<file path="src/rtl/lcd_pkg.sv">
// lcd_pkg: shared state encoding, default HD44780 timing at 50 MHz and the
// long-execution command decode reused by the upstream sequencer.
// Timing constants are cycle counts; every one must be >= 1.
package lcd_pkg;

   typedef enum logic [2:0] {
      ST_POWERUP = 3'd0,
      ST_IDLE    = 3'd1,
      ST_SETUP   = 3'd2,
      ST_PULSE   = 3'd3,
      ST_HOLD    = 3'd4,
      ST_EXEC    = 3'd5
   } lcd_state_t;

   localparam int SETUP_CYC_DEF     = 4;       // tAS >= 40 ns
   localparam int EN_HIGH_CYC_DEF   = 12;      // EN width >= 230 ns
   localparam int HOLD_CYC_DEF      = 2;       // RS/DATA hold after EN falls
   localparam int EXEC_CYC_DEF      = 2000;    // 40 us
   localparam int LONG_EXEC_CYC_DEF = 82000;   // 1.64 ms, clear/home
   localparam int POR_CYC_DEF       = 750000;  // 15 ms power-on

   function automatic int max_int(input int a, input int b);
      return (a > b) ? a : b;
   endfunction

   // Clear display (0x01) and return home (0x02/0x03) need the long wait.
   function automatic logic is_long_cmd(input logic rs, input logic [7:0] data);
      return (!rs) && (data[7:2] == 6'd0);
   endfunction

endpackage

</file>
<file path="src/rtl/lcd_bus_driver_if.sv">
// lcd_bus_driver_if: byte request handshake between the sequencer (master)
// and the write-cycle engine (slave). A byte moves when req_valid && req_ready;
// wr_done pulses once when the byte's execution wait has elapsed.
interface lcd_bus_driver_if;

   logic       req_valid;
   logic       req_rs;
   logic [7:0] req_data;
   logic       req_ready;
   logic       wr_done;

   modport master (
      output req_valid,
      output req_rs,
      output req_data,
      input  req_ready,
      input  wr_done
   );

   modport slave (
      input  req_valid,
      input  req_rs,
      input  req_data,
      output req_ready,
      output wr_done
   );

endinterface

</file>
<file path="src/rtl/lcd_delay_counter.sv">
// lcd_delay_counter: loadable down-counter that stops at zero, with zero flag.
// Latency: load takes effect on the next edge; zero is decoded from the count.
// No backpressure; load wins over the decrement.
module lcd_delay_counter #(
   parameter int           W       = 20,
   parameter logic [W-1:0] RST_VAL = '0
) (
   input  logic         clk,
   input  logic         reset,
   input  logic         load,
   input  logic [W-1:0] load_val,
   output logic         zero
);

   logic [W-1:0] cnt;

   // Count register: reload on state entry, otherwise run down and park at 0.
   always_ff @(posedge clk) begin
      if (reset)
         cnt <= RST_VAL;
      else if (load)
         cnt <= load_val;
      else if (cnt != '0)
         cnt <= cnt - 1'b1;
   end

   assign zero = (cnt == '0);

endmodule

</file>
<file path="src/rtl/lcd_bus_driver.sv">
// lcd_bus_driver: HD44780 write-cycle engine, one byte per handshake, with
// fixed setup / EN-pulse / hold / execution waits. Optional power-on wait
// under LCD_BUS_POR_EN. req_ready is high only in IDLE; busy requests are dropped.
module lcd_bus_driver
   import lcd_pkg::*;
#(
   parameter int SETUP_CYC     = SETUP_CYC_DEF,
   parameter int EN_HIGH_CYC   = EN_HIGH_CYC_DEF,
   parameter int HOLD_CYC      = HOLD_CYC_DEF,
   parameter int EXEC_CYC      = EXEC_CYC_DEF,
   parameter int LONG_EXEC_CYC = LONG_EXEC_CYC_DEF,
   parameter int POR_CYC       = POR_CYC_DEF
) (
   input  logic                   CLOCK_50,
   input  logic                   reset,
   lcd_bus_driver_if.slave        bus,
   output logic                   LCD_RS,
   output logic                   LCD_RW,
   output logic                   LCD_EN,
   output logic [7:0]             LCD_DATA
);

   localparam int CNT_W = $clog2(max_int(POR_CYC, LONG_EXEC_CYC)) + 1;
   typedef logic [CNT_W-1:0] cnt_t;

`ifdef LCD_BUS_POR_EN
   // Counter comes out of reset already primed so POWERUP lasts POR_CYC cycles.
   localparam lcd_state_t RST_STATE = ST_POWERUP;
   localparam cnt_t       CNT_RST   = cnt_t'(POR_CYC - 1);
`else
   localparam lcd_state_t RST_STATE = ST_IDLE;
   localparam cnt_t       CNT_RST   = '0;
`endif

   lcd_state_t state, next_state;
   logic       accept;
   logic       cnt_zero;
   logic       cnt_load;
   cnt_t       cnt_load_val;
   logic       long_q;
   logic       en_nxt;
   logic       done_nxt;
   logic       done_q;

   assign accept = bus.req_valid && (state == ST_IDLE);

   lcd_delay_counter #(
      .W       (CNT_W),
      .RST_VAL (CNT_RST)
   ) u_delay (
      .clk      (CLOCK_50),
      .reset    (reset),
      .load     (cnt_load),
      .load_val (cnt_load_val),
      .zero     (cnt_zero)
   );

   // State register.
   always_ff @(posedge CLOCK_50) begin
      if (reset)
         state <= RST_STATE;
      else
         state <= next_state;
   end

   // Next-state: each timed state exits when the shared counter reaches zero.
   always_comb begin
      next_state = state;
      case (state)
`ifdef LCD_BUS_POR_EN
         ST_POWERUP: if (cnt_zero) next_state = ST_IDLE;
`endif
         ST_IDLE:    if (accept)   next_state = ST_SETUP;
         ST_SETUP:   if (cnt_zero) next_state = ST_PULSE;
         ST_PULSE:   if (cnt_zero) next_state = ST_HOLD;
         ST_HOLD:    if (cnt_zero) next_state = ST_EXEC;
         ST_EXEC:    if (cnt_zero) next_state = ST_IDLE;
         default:                  next_state = ST_IDLE;
      endcase
   end

   // Outputs: counter reload on every state change, handshake and pin next values.
   always_comb begin
      cnt_load     = (next_state != state);
      cnt_load_val = '0;
      case (next_state)
         ST_SETUP: cnt_load_val = cnt_t'(SETUP_CYC - 1);
         ST_PULSE: cnt_load_val = cnt_t'(EN_HIGH_CYC - 1);
         ST_HOLD:  cnt_load_val = cnt_t'(HOLD_CYC - 1);
         ST_EXEC:  cnt_load_val = long_q ? cnt_t'(LONG_EXEC_CYC - 1)
                                         : cnt_t'(EXEC_CYC - 1);
         default:  cnt_load_val = '0;
      endcase
      bus.req_ready = (state == ST_IDLE);
      en_nxt        = (next_state == ST_PULSE);
      done_nxt      = (state == ST_EXEC) && cnt_zero;
   end

   // Pin registers: RS/DATA change only on accept, so they are frozen across EN.
   always_ff @(posedge CLOCK_50) begin
      if (reset) begin
         LCD_RS   <= 1'b0;
         LCD_DATA <= 8'h00;
         LCD_EN   <= 1'b0;
         long_q   <= 1'b0;
         done_q   <= 1'b0;
      end else begin
         LCD_EN <= en_nxt;
         done_q <= done_nxt;
         if (accept) begin
            LCD_RS   <= bus.req_rs;
            LCD_DATA <= bus.req_data;
            long_q   <= is_long_cmd(bus.req_rs, bus.req_data);
         end
      end
   end

   assign bus.wr_done = done_q;
   assign LCD_RW      = 1'b0;

endmodule

</file>
<file path="src/flat_wrapper.sv">
// flat-port wrapper written by rule: the top's interface ports become plain ports
module lcd_bus_driver_flat import lcd_pkg::*;
#(
   parameter int SETUP_CYC     = SETUP_CYC_DEF,
   parameter int EN_HIGH_CYC   = EN_HIGH_CYC_DEF,
   parameter int HOLD_CYC      = HOLD_CYC_DEF,
   parameter int EXEC_CYC      = EXEC_CYC_DEF,
   parameter int LONG_EXEC_CYC = LONG_EXEC_CYC_DEF,
   parameter int POR_CYC       = POR_CYC_DEF
)
  (CLOCK_50, reset, LCD_RS, LCD_RW, LCD_EN, LCD_DATA, bus_req_valid, bus_req_rs, bus_req_data, bus_req_ready, bus_wr_done);
  lcd_bus_driver_if bus_i ();
  input  logic CLOCK_50;
  input  logic reset;
  output logic LCD_RS;
  output logic LCD_RW;
  output logic LCD_EN;
  output logic [7:0] LCD_DATA;
  input wire logic [$bits(bus_i.req_valid)-1:0] bus_req_valid;
  input wire logic [$bits(bus_i.req_rs)-1:0] bus_req_rs;
  input wire logic [$bits(bus_i.req_data)-1:0] bus_req_data;
  output wire logic [$bits(bus_i.req_ready)-1:0] bus_req_ready;
  output wire logic [$bits(bus_i.wr_done)-1:0] bus_wr_done;
  assign bus_i.req_valid = bus_req_valid;
  assign bus_i.req_rs = bus_req_rs;
  assign bus_i.req_data = bus_req_data;
  assign bus_req_ready = bus_i.req_ready;
  assign bus_wr_done = bus_i.wr_done;
  lcd_bus_driver #(.SETUP_CYC(SETUP_CYC), .EN_HIGH_CYC(EN_HIGH_CYC), .HOLD_CYC(HOLD_CYC), .EXEC_CYC(EXEC_CYC), .LONG_EXEC_CYC(LONG_EXEC_CYC), .POR_CYC(POR_CYC)) u_core (.CLOCK_50(CLOCK_50), .reset(reset), .bus(bus_i), .LCD_RS(LCD_RS), .LCD_RW(LCD_RW), .LCD_EN(LCD_EN), .LCD_DATA(LCD_DATA));
endmodule
</file>
<file path="config.mk">
export PLATFORM = sky130hd
export DESIGN_NAME = lcd_bus_driver_flat
export DESIGN_NICKNAME = d
export VERILOG_FILES = /design/src/rtl/lcd_pkg.sv /design/src/rtl/lcd_bus_driver_if.sv /design/src/rtl/lcd_delay_counter.sv /design/src/rtl/lcd_bus_driver.sv /design/src/flat_wrapper.sv
export SDC_FILE = /design/constraint.sdc
export NUM_CORES = 1
export LEC_CHECK = 0
export ABC_AREA = 1
export CORE_MARGIN = 4
export CORE_UTILIZATION = 40
export CTS_BUF_LIST = sky130_fd_sc_hd__clkbuf_16
export DETAILED_ROUTE_END_ITERATION = 7
export PLACE_DENSITY = 0.7
export SYNTH_ARGS = -nofsm -noshare
export SYNTH_HDL_FRONTEND = slang
export SYNTH_HIERARCHICAL = 1
export SYNTH_SLANG_ARGS = --single-unit
</file>
<file path="constraint.sdc">
create_clock -name CLOCK_50 -period 1.9 [get_ports CLOCK_50]
set_input_delay 0.475 -clock CLOCK_50 [delete_from_list [all_inputs] [get_ports CLOCK_50]]
set_output_delay 0.475 -clock CLOCK_50 [all_outputs]
set_load 0.01 [all_outputs]
</file>
[Word level (Yosys, flattened, before mapping)]
Index checks and enable logic that the tools add are counted.
Operators by class
  add/subtract/negate cells: 1
  eq/ne operators: 10
  muxes and demuxes: 10
  reduce and logical (&&, ||, !) cells: 8
Operators by type and width (count)
  21-bit one-hot mux with 4 select lines: 1
  21-bit 2-to-1 mux: 2
  21-bit logical NOT: 1
  21-bit nonzero test: 1
  21-bit by 1-bit subtractor with 21-bit output (second input constant): 1
  17-bit 2-to-1 mux: 1
  3-bit 2-to-1 mux: 5
  3-bit one-hot mux with 5 select lines: 1
  3-bit by 2-bit == test with 1-bit output (second input constant): 4
  3-bit == test (second input constant): 4
  6-bit logical NOT: 1
  3-bit by 1-bit == test with 1-bit output (second input constant): 1
  1-bit logical AND: 3
  3-bit inequality test: 1
  2-bit nonzero test: 1
  1-bit logical NOT: 1
Storage, ports and cells
  register bits after elaboration: 36
  bits of input ports: 12
  output and inout bits: 13
  word-level logic and storage cells: 36

[Logic depth before layout (Yosys ltp)]
  depth in word-level cells: 7
  gate-level depth with buffers: 17
  gate-level depth less buffers: 17

[Hierarchy]
Netlist, hierarchy kept.
Modules (own cells, without submodules)
  lcd_delay_counter: instances 1, cells each 224, area each 1415.1 um^2
  lcd_bus_driver: instances 1, cells each 103, area each 705.7 um^2

[Least setup slack after synthesis]
No wires, ideal clock.
  path type: register to register
  start point: reg u_core.u_delay.cnt[0]
  end point: reg u_core.u_delay.cnt[8]
  setup time: 128 ps
  arrival: 1790 ps
  slack: -18 ps
  stages on the path, launching flop included: 16
  period minus slack after synthesis: 1918 ps
  cells stage by stage: dfxtp_1 -> inv_1 -> ha_1 -> nand3_1 -> nor2_1 -> nand3_1 -> inv_1 -> nand2_1 -> nand2_1 -> a21oi_1 -> nand3_1 -> inv_1 -> buf_2 -> nand3_1 -> o211ai_1 -> nor2_1
RTL lines
  from (decl): line lcd_delay_counter.sv:15  | logic [W-1:0] cnt;
  from (signal assigned): line lcd_delay_counter.sv:22  | cnt <= load_val;
  from (signal assigned): line lcd_delay_counter.sv:24  | cnt <= cnt - 1'b1;
  21-bit logical NOT *: line lcd_delay_counter.sv:27  | assign zero = (cnt == '0);
  net u_core.cnt_zero: line lcd_bus_driver.sv:37  | logic cnt_zero;
  3-bit 2-to-1 mux, on equally long branches
  3-bit one-hot mux with 5 select lines *: line lcd_bus_driver.sv:69  | case (state)
  3-bit inequality test *: line lcd_bus_driver.sv:84  | cnt_load = (next_state != state);
  net u_core.cnt_load: line lcd_bus_driver.sv:38  | logic cnt_load;
  21-bit 2-to-1 mux or 2-bit nonzero test (tied branches)
Mark *: on every way through the listed nets, which the timed path passes. The rest lies on a longest branch. The select of a mux whose other input is x is not followed.
A chain may end at the register's enable or synchronous reset.

[Final worst setup path]
  start point: reg u_core.u_delay.cnt[0]
  end point: reg u_core.u_delay.cnt[14]
The elaborated chain is that of the path after synthesis.

==> out/results.ini <==
[outcome]
outcome = finished with violations
violations = negative setup slack

[sta]
rsz0062_at_grt = true
setup_viol = 20
skew_ns = 0.00322
hold_viol = 0
min_period_ns = 2.05
setup_tns_ns = -1.79
fmax_ghz = 0.488
final_max_slew_viol_count = 0
timing.final.crit_share_pct = 108
layout_setup_ws_ns = -0.148

[worst_setup_path]
crit_top_cell = nand2_2
rr_startpoint = u_core/u_delay/cnt[0]
setup.worst_path.start_class = flop
crit_required_ns = 2.07
r2r_setup_slack_ns = -0.15
arrival_ns = 2.21
cp-startpoint = u_core/u_delay/cnt[0]
endpoint = u_core/u_delay/cnt[14]
worstPathCellList = inv_2 > ha_4 > nand3_2 > nor2_2 > nand3_2 > inv_4 > nor2_2 > nand2_1 > nand2_2 > nand2_2 > nand2_2 > nand3_4 > inv_4 > buf_6 > nand2_8 > clkinv_8 > o21ai_2 > a21oi_2
cp.depth = 18
cp_max_fo = 7
end_kind = flop
reg2reg_depth = 18
crit_slowest_cell = dfxtp_2
rr_endpoint = u_core/u_delay/cnt[14]
cp_top_family = simple AND/OR/NAND/NOR gates
path_buf_inv = 5
worstSetupPathType = reg2reg
slowest_delay_ns = 0.32

[yosys]
ys_seq_area_share_pct = 34.0
yosysMostFrequentCell = nand2_1
avgSynthCellArea_um2 = 6.49
synthFlopType = dfxtp_1
synth_edf_count = 0
netlist_top_cells_area = dfxtp_1 (34%), nand2_1 (13%), nor2_1 (11%), inv_1 (5.8%), a21oi_1 (4.7%)
synthCells = 327
ys_ff_latch = 36
synth_top_area_share_pct = 34.0
ys_types = 34
yosysWarnings = 6
yosys.area.top_type = dfxtp_1
synth_area_um2 = 2120
async_flop_share_pct = 0
synthTopCellsByCount = nand2_1 (76), nor2_1 (61), dfxtp_1 (36)

[final_layout]
fillers = 457
final_area_um2 = 3260
utilization_pct = 63.8
area_growth_pct = 53.6
num_antenna_cells = 0
fin_nets = 429
multi_input_area_um2 = 1450
seq_area_um2 = 726
drive_gt1_share_pct = 35.3

[global_routing]
track_usage_pct = 20.8
grt_overflow = 0
grt_pass1_vias = 2338
antenna_found_initial = 0
grt_pass1_wl_um = 10400
grt_max_degree = 17

[cts]
cts_made_buffers = 5
clkLatencyLatePin_ns = 0.28
path_clk_slew_ns = 0.06
clockBufferDepth = 2
cts_tree = yes
cts_sinks = 36
htreeDepth = 2
root_buffer = clkbuf_16

[routing]
wl_met2_um = 3240
dr_wl_met3_um = 368
first_pass_iters = 4
vias = 2357
vias_per_cell = 4.85
wl_met1_um = 2610
drc = 0
maxUsedRoutingLayer = met4
wirelength_um = 6370
wl_per_cell_um = 13.1
drt_iter0_markers = 140
antenna_left = 0

[placement]
hpwl_um = 4160
port_buffers = 23
place_area_um2 = 2730
finalWeightedCongestion = 0.908

[worst_hold_path]
hold_path.class = reg2reg

[floorplanning]
ios = 25
initial_utilization_pct = 41.5
fp-row-count = 26
die_y_um = 80.8
dieArea_um2 = 6530
coreArea_um2 = 5110
fp.dieW_um = 80.8

[job]
drv_cap = 0

[power_and_ir_drop]
power_density_nw_per_um2 = 1190
power.total_mw = 3.87
ir_drop_mv = 0.524
p_leak_nw = 1.53

## worst min-delay path by stage
stage               depth (start not counted)                    from                      to
floorplan                                   2   u_core/u_delay/cnt[0]   u_core/u_delay/cnt[0]
global placement                            2      u_core/LCD_DATA[3]      u_core/LCD_DATA[3]
detailed placement                          2  u_core/u_delay/cnt[20]  u_core/u_delay/cnt[20]
CTS                                         2  u_core/u_delay/cnt[20]  u_core/u_delay/cnt[20]
global route                                2      u_core/LCD_DATA[6]      u_core/LCD_DATA[6]
finish                                      2      u_core/LCD_DATA[6]      u_core/LCD_DATA[6]
## state kept, by name, summed over array words and instances (netlist names)
| register | flops |
|---|---|
| u_core/LCD_EN | 1 |
| u_core/u_delay/cnt | 21 |
| u_core/bus.wr_done | 1 |
| u_core/long_q | 1 |
| u_core/state | 3 |
| u_core/LCD_RS | 1 |
| u_core/LCD_DATA | 8 |
## kinds of logic after synthesis
group                      count (synthesis)  synth area share, %
and+or+nand+nor                          185                 39.9
AOI/OAI and AO/OA                         52                 13.7
buffers and inverters                     46                 8.97
DFF                                       36                 34.0
xor gates and xnor gates                   5                 2.07
adders and majority gates                  2                 1.18
other                                      1                0.177
## cell type report
type | count | share of cell area (%)
clock buffers | 5 | 3.84
clock inverters | 3 | 1.31
inverters | 38 | 4.95
multi-input cells | 255 | 44.5
flip-flops and latches | 36 | 22.3
well taps | 70 | 2.69
repair buffers | 78 | 20.0
repair inverters | 1 | 0.346
## per-layer routing
| layer | vias to the layer above | track usage, % |
|---|---|---|
| met4 | 0 | 9.29 |
| met1 | 1070 | 23.3 |
| met5 | - | 0 |
| met2 | 81 | 37.4 |
| li1 | 1191 | - |
| met3 | 15 | 4.88 |
## placed cells by master (no fill, tap or decap), types with 3 or more instances in the layout
master and count:
o21ai_1 13, nor2_2 14, nand2_4 8, nand2_1 63
nand4_1 7, dfxtp_1 32, clkbuf_16 5, xor2_1 3
clkdlybuf4s50_1 22, inv_2 5, dfxtp_2 4, nand3_1 9
o21ai_0 6, nor2_1 53, a21oi_2 15, buf_6 3
a21oi_1 6, buf_4 52, inv_1 29, o21ai_2 3
nand3_2 4, o21a_1 4, conb_1 11, nand2_2 15
nor2_4 7
## stage by stage
step	cells	setup WS, ns	hold WS [ns]
2_1_floorplan	337	0.000391	0.442
3_3_place_gp	462	-0.200	0.463
3_5_place_dp	462	-0.270	0.476
4_1_cts	484	-0.0402	0.485
5_1_grt	486	-0.278	0.505
6_report	486	-0.148	0.483
## where the power goes
| group | total [mW] | internal, mW | leakage [nW] | switching (mW) |
|---|---|---|---|---|
| combinational | 1.98 | 0.845 | 1.16 | 1.14 |
| clock | 0.939 | 0.616 | 0.0798 | 0.323 |
| sequential | 0.951 | 0.868 | 0.297 | 0.0831 |
## worst min-delay path, stage by stage (launching register included)
cell,delay [ns]
dfxtp_1,0.32
nor2_1,0.05
nor2_1,0.08
## timing repair
item,4_1_cts,5_1_grt
resized for setup,48,29
setup buffers,12,2
pin swaps,16,14
hold buffers,0,0
endpoints found under the setup margin,22,21
gates cloned,2,0
(Power assumes the default switching activity.)
